### src/rtl/sva_window_monitor_if.sv
// Bundles the stimulus and result signals of the bounded-response monitor.
// The master side drives trig/resp/dis/clr; the slave side is the monitor.
interface sva_window_monitor_if #(
    parameter int NCH   = 4,
    parameter int CNT_W = 8
);
    logic                 dis_i;
    logic                 clr_i;
    logic [NCH-1:0]       trig_i;
    logic [NCH-1:0]       resp_i;
    logic [NCH-1:0]       pass_o;
    logic [NCH-1:0]       fail_o;
    logic [NCH-1:0]       fail_sticky_o;
    logic [NCH*CNT_W-1:0] fail_cnt_o;
    logic [NCH-1:0]       pending_o;

    modport master (
        output dis_i, clr_i, trig_i, resp_i,
        input  pass_o, fail_o, fail_sticky_o, fail_cnt_o, pending_o
    );

    modport slave (
        input  dis_i, clr_i, trig_i, resp_i,
        output pass_o, fail_o, fail_sticky_o, fail_cnt_o, pending_o
    );
endinterface

### src/rtl/sva_window_monitor.sv
// Hardware checker for "trig |-> ##[MIN_DLY:MAX_DLY] resp" with disable-iff,
// one age shift register per channel, registered pass/fail pulses and counters.
module sva_window_monitor #(
    parameter int NCH     = 4,
    parameter int MIN_DLY = 1,
    parameter int MAX_DLY = 3,
    parameter int CNT_W   = 8
) (
    input logic               clk,
    input logic               rst,
    sva_window_monitor_if.slave bus
);

    localparam logic [CNT_W-1:0] CNT_MAX = '1;

    function automatic logic [MAX_DLY:0] window_mask();
        logic [MAX_DLY:0] m;
        m = '0;
        for (int k = MIN_DLY; k <= MAX_DLY; k++) begin
            m[k] = 1'b1;
        end
        return m;
    endfunction

    // Ages that a response is allowed to discharge.
    localparam logic [MAX_DLY:0] WIN = window_mask();

    for (genvar ch = 0; ch < NCH; ch++) begin : g_ch
        logic [MAX_DLY:1] pend_q;
        logic [MAX_DLY:1] pend_d;
        logic [MAX_DLY:0] live;
        logic [MAX_DLY:0] disch;
        logic             pass_ev;
        logic             fail_ev;
        logic             pass_q;
        logic             fail_q;
        logic             pending_q;
        logic             sticky_q;
        logic [CNT_W-1:0] cnt_q;

        // Bit 0 of live is this cycle's new attempt; higher bits are in flight.
        always_comb begin
            live    = {pend_q, bus.trig_i[ch] & ~bus.dis_i};
            disch   = live & WIN & {(MAX_DLY+1){bus.resp_i[ch]}};
            pass_ev = (|disch) & ~bus.dis_i;
            fail_ev = live[MAX_DLY] & ~bus.resp_i[ch] & ~bus.dis_i;
            pend_d  = '0;
            if (!bus.dis_i) begin
                pend_d = live[MAX_DLY-1:0] & ~disch[MAX_DLY-1:0];
            end
        end

        always_ff @(posedge clk or posedge rst) begin
            if (rst) begin
                pend_q    <= '0;
                pass_q    <= 1'b0;
                fail_q    <= 1'b0;
                pending_q <= 1'b0;
                sticky_q  <= 1'b0;
                cnt_q     <= '0;
            end else begin
                pend_q    <= pend_d;
                pass_q    <= pass_ev;
                fail_q    <= fail_ev;
                pending_q <= |pend_d;
                // Clear beats a coincident expiry; the fail pulse still fires.
                if (bus.clr_i) begin
                    sticky_q <= 1'b0;
                    cnt_q    <= '0;
                end else if (fail_ev) begin
                    sticky_q <= 1'b1;
                    if (cnt_q != CNT_MAX) begin
                        cnt_q <= cnt_q + 1'b1;
                    end
                end
            end
        end

        assign bus.pass_o[ch]                     = pass_q;
        assign bus.fail_o[ch]                     = fail_q;
        assign bus.pending_o[ch]                  = pending_q;
        assign bus.fail_sticky_o[ch]              = sticky_q;
        assign bus.fail_cnt_o[ch*CNT_W +: CNT_W]  = cnt_q;
    end

endmodule

### src/flat_wrapper.sv
// flat-port wrapper written by rule: the top's interface ports become plain ports
module sva_window_monitor_flat 
#(
    parameter int NCH     = 4,
    parameter int MIN_DLY = 1,
    parameter int MAX_DLY = 3,
    parameter int CNT_W   = 8
)
  (clk, rst, bus_dis_i, bus_clr_i, bus_trig_i, bus_resp_i, bus_pass_o, bus_fail_o, bus_fail_sticky_o, bus_fail_cnt_o, bus_pending_o);
  sva_window_monitor_if #(.NCH(NCH), .CNT_W(CNT_W)) bus_i ();
  input logic clk;
  input logic rst;
  input wire logic [$bits(bus_i.dis_i)-1:0] bus_dis_i;
  input wire logic [$bits(bus_i.clr_i)-1:0] bus_clr_i;
  input wire logic [$bits(bus_i.trig_i)-1:0] bus_trig_i;
  input wire logic [$bits(bus_i.resp_i)-1:0] bus_resp_i;
  output wire logic [$bits(bus_i.pass_o)-1:0] bus_pass_o;
  output wire logic [$bits(bus_i.fail_o)-1:0] bus_fail_o;
  output wire logic [$bits(bus_i.fail_sticky_o)-1:0] bus_fail_sticky_o;
  output wire logic [$bits(bus_i.fail_cnt_o)-1:0] bus_fail_cnt_o;
  output wire logic [$bits(bus_i.pending_o)-1:0] bus_pending_o;
  assign bus_i.dis_i = bus_dis_i;
  assign bus_i.clr_i = bus_clr_i;
  assign bus_i.trig_i = bus_trig_i;
  assign bus_i.resp_i = bus_resp_i;
  assign bus_pass_o = bus_i.pass_o;
  assign bus_fail_o = bus_i.fail_o;
  assign bus_fail_sticky_o = bus_i.fail_sticky_o;
  assign bus_fail_cnt_o = bus_i.fail_cnt_o;
  assign bus_pending_o = bus_i.pending_o;
  sva_window_monitor #(.NCH(NCH), .MIN_DLY(MIN_DLY), .MAX_DLY(MAX_DLY), .CNT_W(CNT_W)) u_core (.clk(clk), .rst(rst), .bus(bus_i));
endmodule
### config.mk
export PLATFORM = sky130hd
export DESIGN_NAME = sva_window_monitor_flat
export DESIGN_NICKNAME = d
export VERILOG_FILES = /design/src/rtl/sva_window_monitor_if.sv /design/src/rtl/sva_window_monitor.sv /design/src/flat_wrapper.sv
export SDC_FILE = /design/constraint.sdc
export NUM_CORES = 1
export LEC_CHECK = 0
export ABC_AREA = 1
export CORE_ASPECT_RATIO = 0.6
export CORE_UTILIZATION = 45
export DETAILED_ROUTE_END_ITERATION = 6
export PLACE_DENSITY_LB_ADDON = 0.12
export SYNTH_ARGS = -nofsm -noshare
export SYNTH_HDL_FRONTEND = slang
export SYNTH_SLANG_ARGS = --single-unit
### constraint.sdc
create_clock -name clk -period 2 [get_ports clk]
set_input_delay 0.4 -clock clk [delete_from_list [all_inputs] [get_ports clk]]
set_output_delay 0.4 -clock clk [all_outputs]
set_load 0.05 [all_outputs]
==> impl_results.md <==
- CP arrival: 1540 ps
- GRT Util Overall: 20.6%
- Area contributors post-synth: dfrtp_1 (48%), nand2_1 (14%), nand3_1 (8.7%)
- Synth Area in Compound Gates: 4.01%
- Final WL: 6630 um
- Max_cap viols: 0
- Drt first pass iters: 6
- CTS tree: yes
- Primary FF master, synth: dfrtp_1
- Max VDD drop: 0.491 mV
- Root Driver: clkbuf_16
- Post-Synth Simple-Gate Area: 33.9%
- Dpl cells: 524
- Post-route cell area: 0.00401 mm^2
- Power per cell area: 711 mW/mm^2
- Skew final: 4.29 ps
- Area after DPL: 0.00369 mm^2
- Clock buffer depth: 2
- Vias in the first global route: 2318
- Post-Synth XOR/XNOR Area: 0.561%
- Crit-path max cell delay: 820 ps
- Seq/Total Area, Yosys: 48.1%
- Crit-path max FO: 5
- Antenna Cells: 0
- GP Congestion: 0.812
- Hold_ws: 465 ps
- DRC: 2
- Synth cell types: 26
- Post-Synthesis Cells: 393
- Post-Syn Nets: 409
- Yosys warns: 0
- Hold Path Class: primary input to asynchronous set/reset pin
- Yosys top cell by area: dfrtp_1
- Status: finished, violations left
- CP Data Required Time: 1600 ps
- Antenna Nets Post-Route: 0
- Synth Register Bits: 60
- CP Cell Sequence: clkdlybuf4s50_1
- Synth Area in Adders: 1.60%
- Post-synth EDFFs: 0
- Fin nets: 464
- Post-synth top cells: nand2_1 (116), dfrtp_1 (60), nand3_1 (54), inv_1 (45), nor2_1 (43)
- Slew Viols, Final: 0
- Multiplexer share of the synthesized area: 0%
- GRT overflow: 0
- Largest net degree at the start of global routing: 61
- Setup TNS: 0 ps
- H-tree level count: 3
- Die ar.: 0.00729 mm^2
- Buffers added on ports: 59
- Lkg Pwr: 2.49 nW
- Core region area: 0.00668 mm^2
- Initial antenna violation count: 0
- First-pass GRT wire length: 11100 um
- Syn Std Cell Area: 0.00312 mm^2
- Crit path max-delay family: buffers and inverters
- Clk sinks: 60
- DR vias/cell: 4.74
- Width of the die: 110 um
- Final setup violation count: 0
- Worst R2R Setup Slack: 570 ps
- Clk slew on worst S/H paths: 50 ps
- Detailed Place HPWL: 4640 um
- Starting Density: 46.8%
- Fin crit period: 1940 ps
- Critical path class: flop to primary output
- Post-CTS setup buffers: 0
- Violated checks: design-rule violations
- Most frequent cell after synthesis: nand2_1
- Buffers & Inverters on Critical Path: 1
- Final Hold Fails: 0
- Routed vias: 2558
- CP Capture Type: primary output
- Highest Clock Rate: 0.517 GHz
- Slew HR: 64.7%
- Overall power: 2.85 mW
- Worst Max-Slew Pin Slew: 529 ps
- Share of cells above drive strength 1: 10.4%
- Skew-Pair Late Insertion Delay: 330 ps
- Syn_area_per_cell: 7.94 um^2
- Num CTS Buffers: 9
- Startpoint type of the worst setup path: flop
- Row count: 23
- Main combinational cell family by area after synthesis: simple AND/OR/NAND/NOR gates
- Die Ht: 66.5 um
- Top cell type's share of synthesized area: 48.1%
- Ports: 60
- Initial DRC count: 158
- Fin cells: 540
- Routed WL per cell: 12.3 um
- Area delta synth->final: 28.4%
- CP max-delay cell: clkdlybuf4s50_1
- Synth async-reset ratio: 100%
- Unrepaired setup endpoints after global routing: false
- Final period util: 96.8%
-- cell families (layout without fill, tap and decap cells) --
family,count (synthesis),in the layout
adders and majority gates,4,4
DFF,60,60
AOI/OAI and AO/OA,20,20
and+or+nand+nor,234,234
buffers and inverters,73,133
xor gates and xnor gates,2,2
-- worst paths after layout --
path                                           from                        to  cells after the start
setup / recovery            u_core.g_ch[0].cnt_q[7]         bus_fail_cnt_o[7]                      1
hold / removal                                  rst   u_core.g_ch[1].cnt_q[1]                      3
setup reg to reg            u_core.g_ch[3].cnt_q[0]   u_core.g_ch[3].cnt_q[5]                      8
hold reg to reg            u_core.g_ch[3].pend_q[1]  u_core.g_ch[3].pend_q[2]                      2
max in group asynchronous                       rst  u_core.g_ch[1].pend_q[1]                      3
min in group clk           u_core.g_ch[3].pend_q[1]  u_core.g_ch[3].pend_q[2]                      2
-- placed cells by master (no fill, tap or decap), types with 9 or more instances in the layout --
cell type,netlist,final
dfrtp_1,60,60
nand3_1,54,54
nand2_1,116,116
buf_4,16,14
clkdlybuf4s50_1,0,28
dlymetal6s2s_1,0,17
clkbuf_16,0,9
inv_1,45,44
nor2_1,43,43
-- stage by stage --
| stage | worst slack (ps) | util (%) |
|---|---|---|
| finish | 64.7 | 60.0 |
| global route | 3.03 | 60.0 |
| CTS | 1.14 | 59.4 |
| detailed placement | 186 | 55.3 |
| global placement | 207 | 55.3 |
| floorplan | 115 | - |
-- state kept, by name (all words and copies together) (netlist names) --
| name | flops |
|---|---|
| u_core.g_ch.pending_q | 4 |
| u_core.g_ch.sticky_q | 4 |
| u_core.g_ch.cnt_q | 32 |
| u_core.g_ch.pend_q | 12 |
| u_core.g_ch.fail_q | 4 |
| u_core.g_ch.pass_q | 4 |
-- cell type report --
cell class	count	area [um^2]
well taps	87	109
flip-flops and latches	60	1500
inverters	51	195
fillers	627	2670
clock inverters	1	5.00
repair buffers	66	671
clock buffers	15	278
multi-input cells	260	1250
-- power by group --
group / internal (mW) / switching [mW]
clock network: 0.937 / 0.506
logic: 0.0588 / 0.109
registers: 1.23 / 0.00665
-- timing repair --
action                                 4_1_cts  5_1_grt
setup endpoints to repair                    6       17
endpoints found under the hold margin        0        0
pin swaps                                    0        0
hold buffers                                 0        0
resized for setup                            6       17
-- layer usage --
layer	GRT usage, %	wire [um]	up-vias
li1	-	-	1335
met1	29.8	3560	1153
met2	27.9	2600	61
met3	8.32	381	9
met4	5.50	83	0
met5	0	0	-
(Power assumes the default switching activity.)
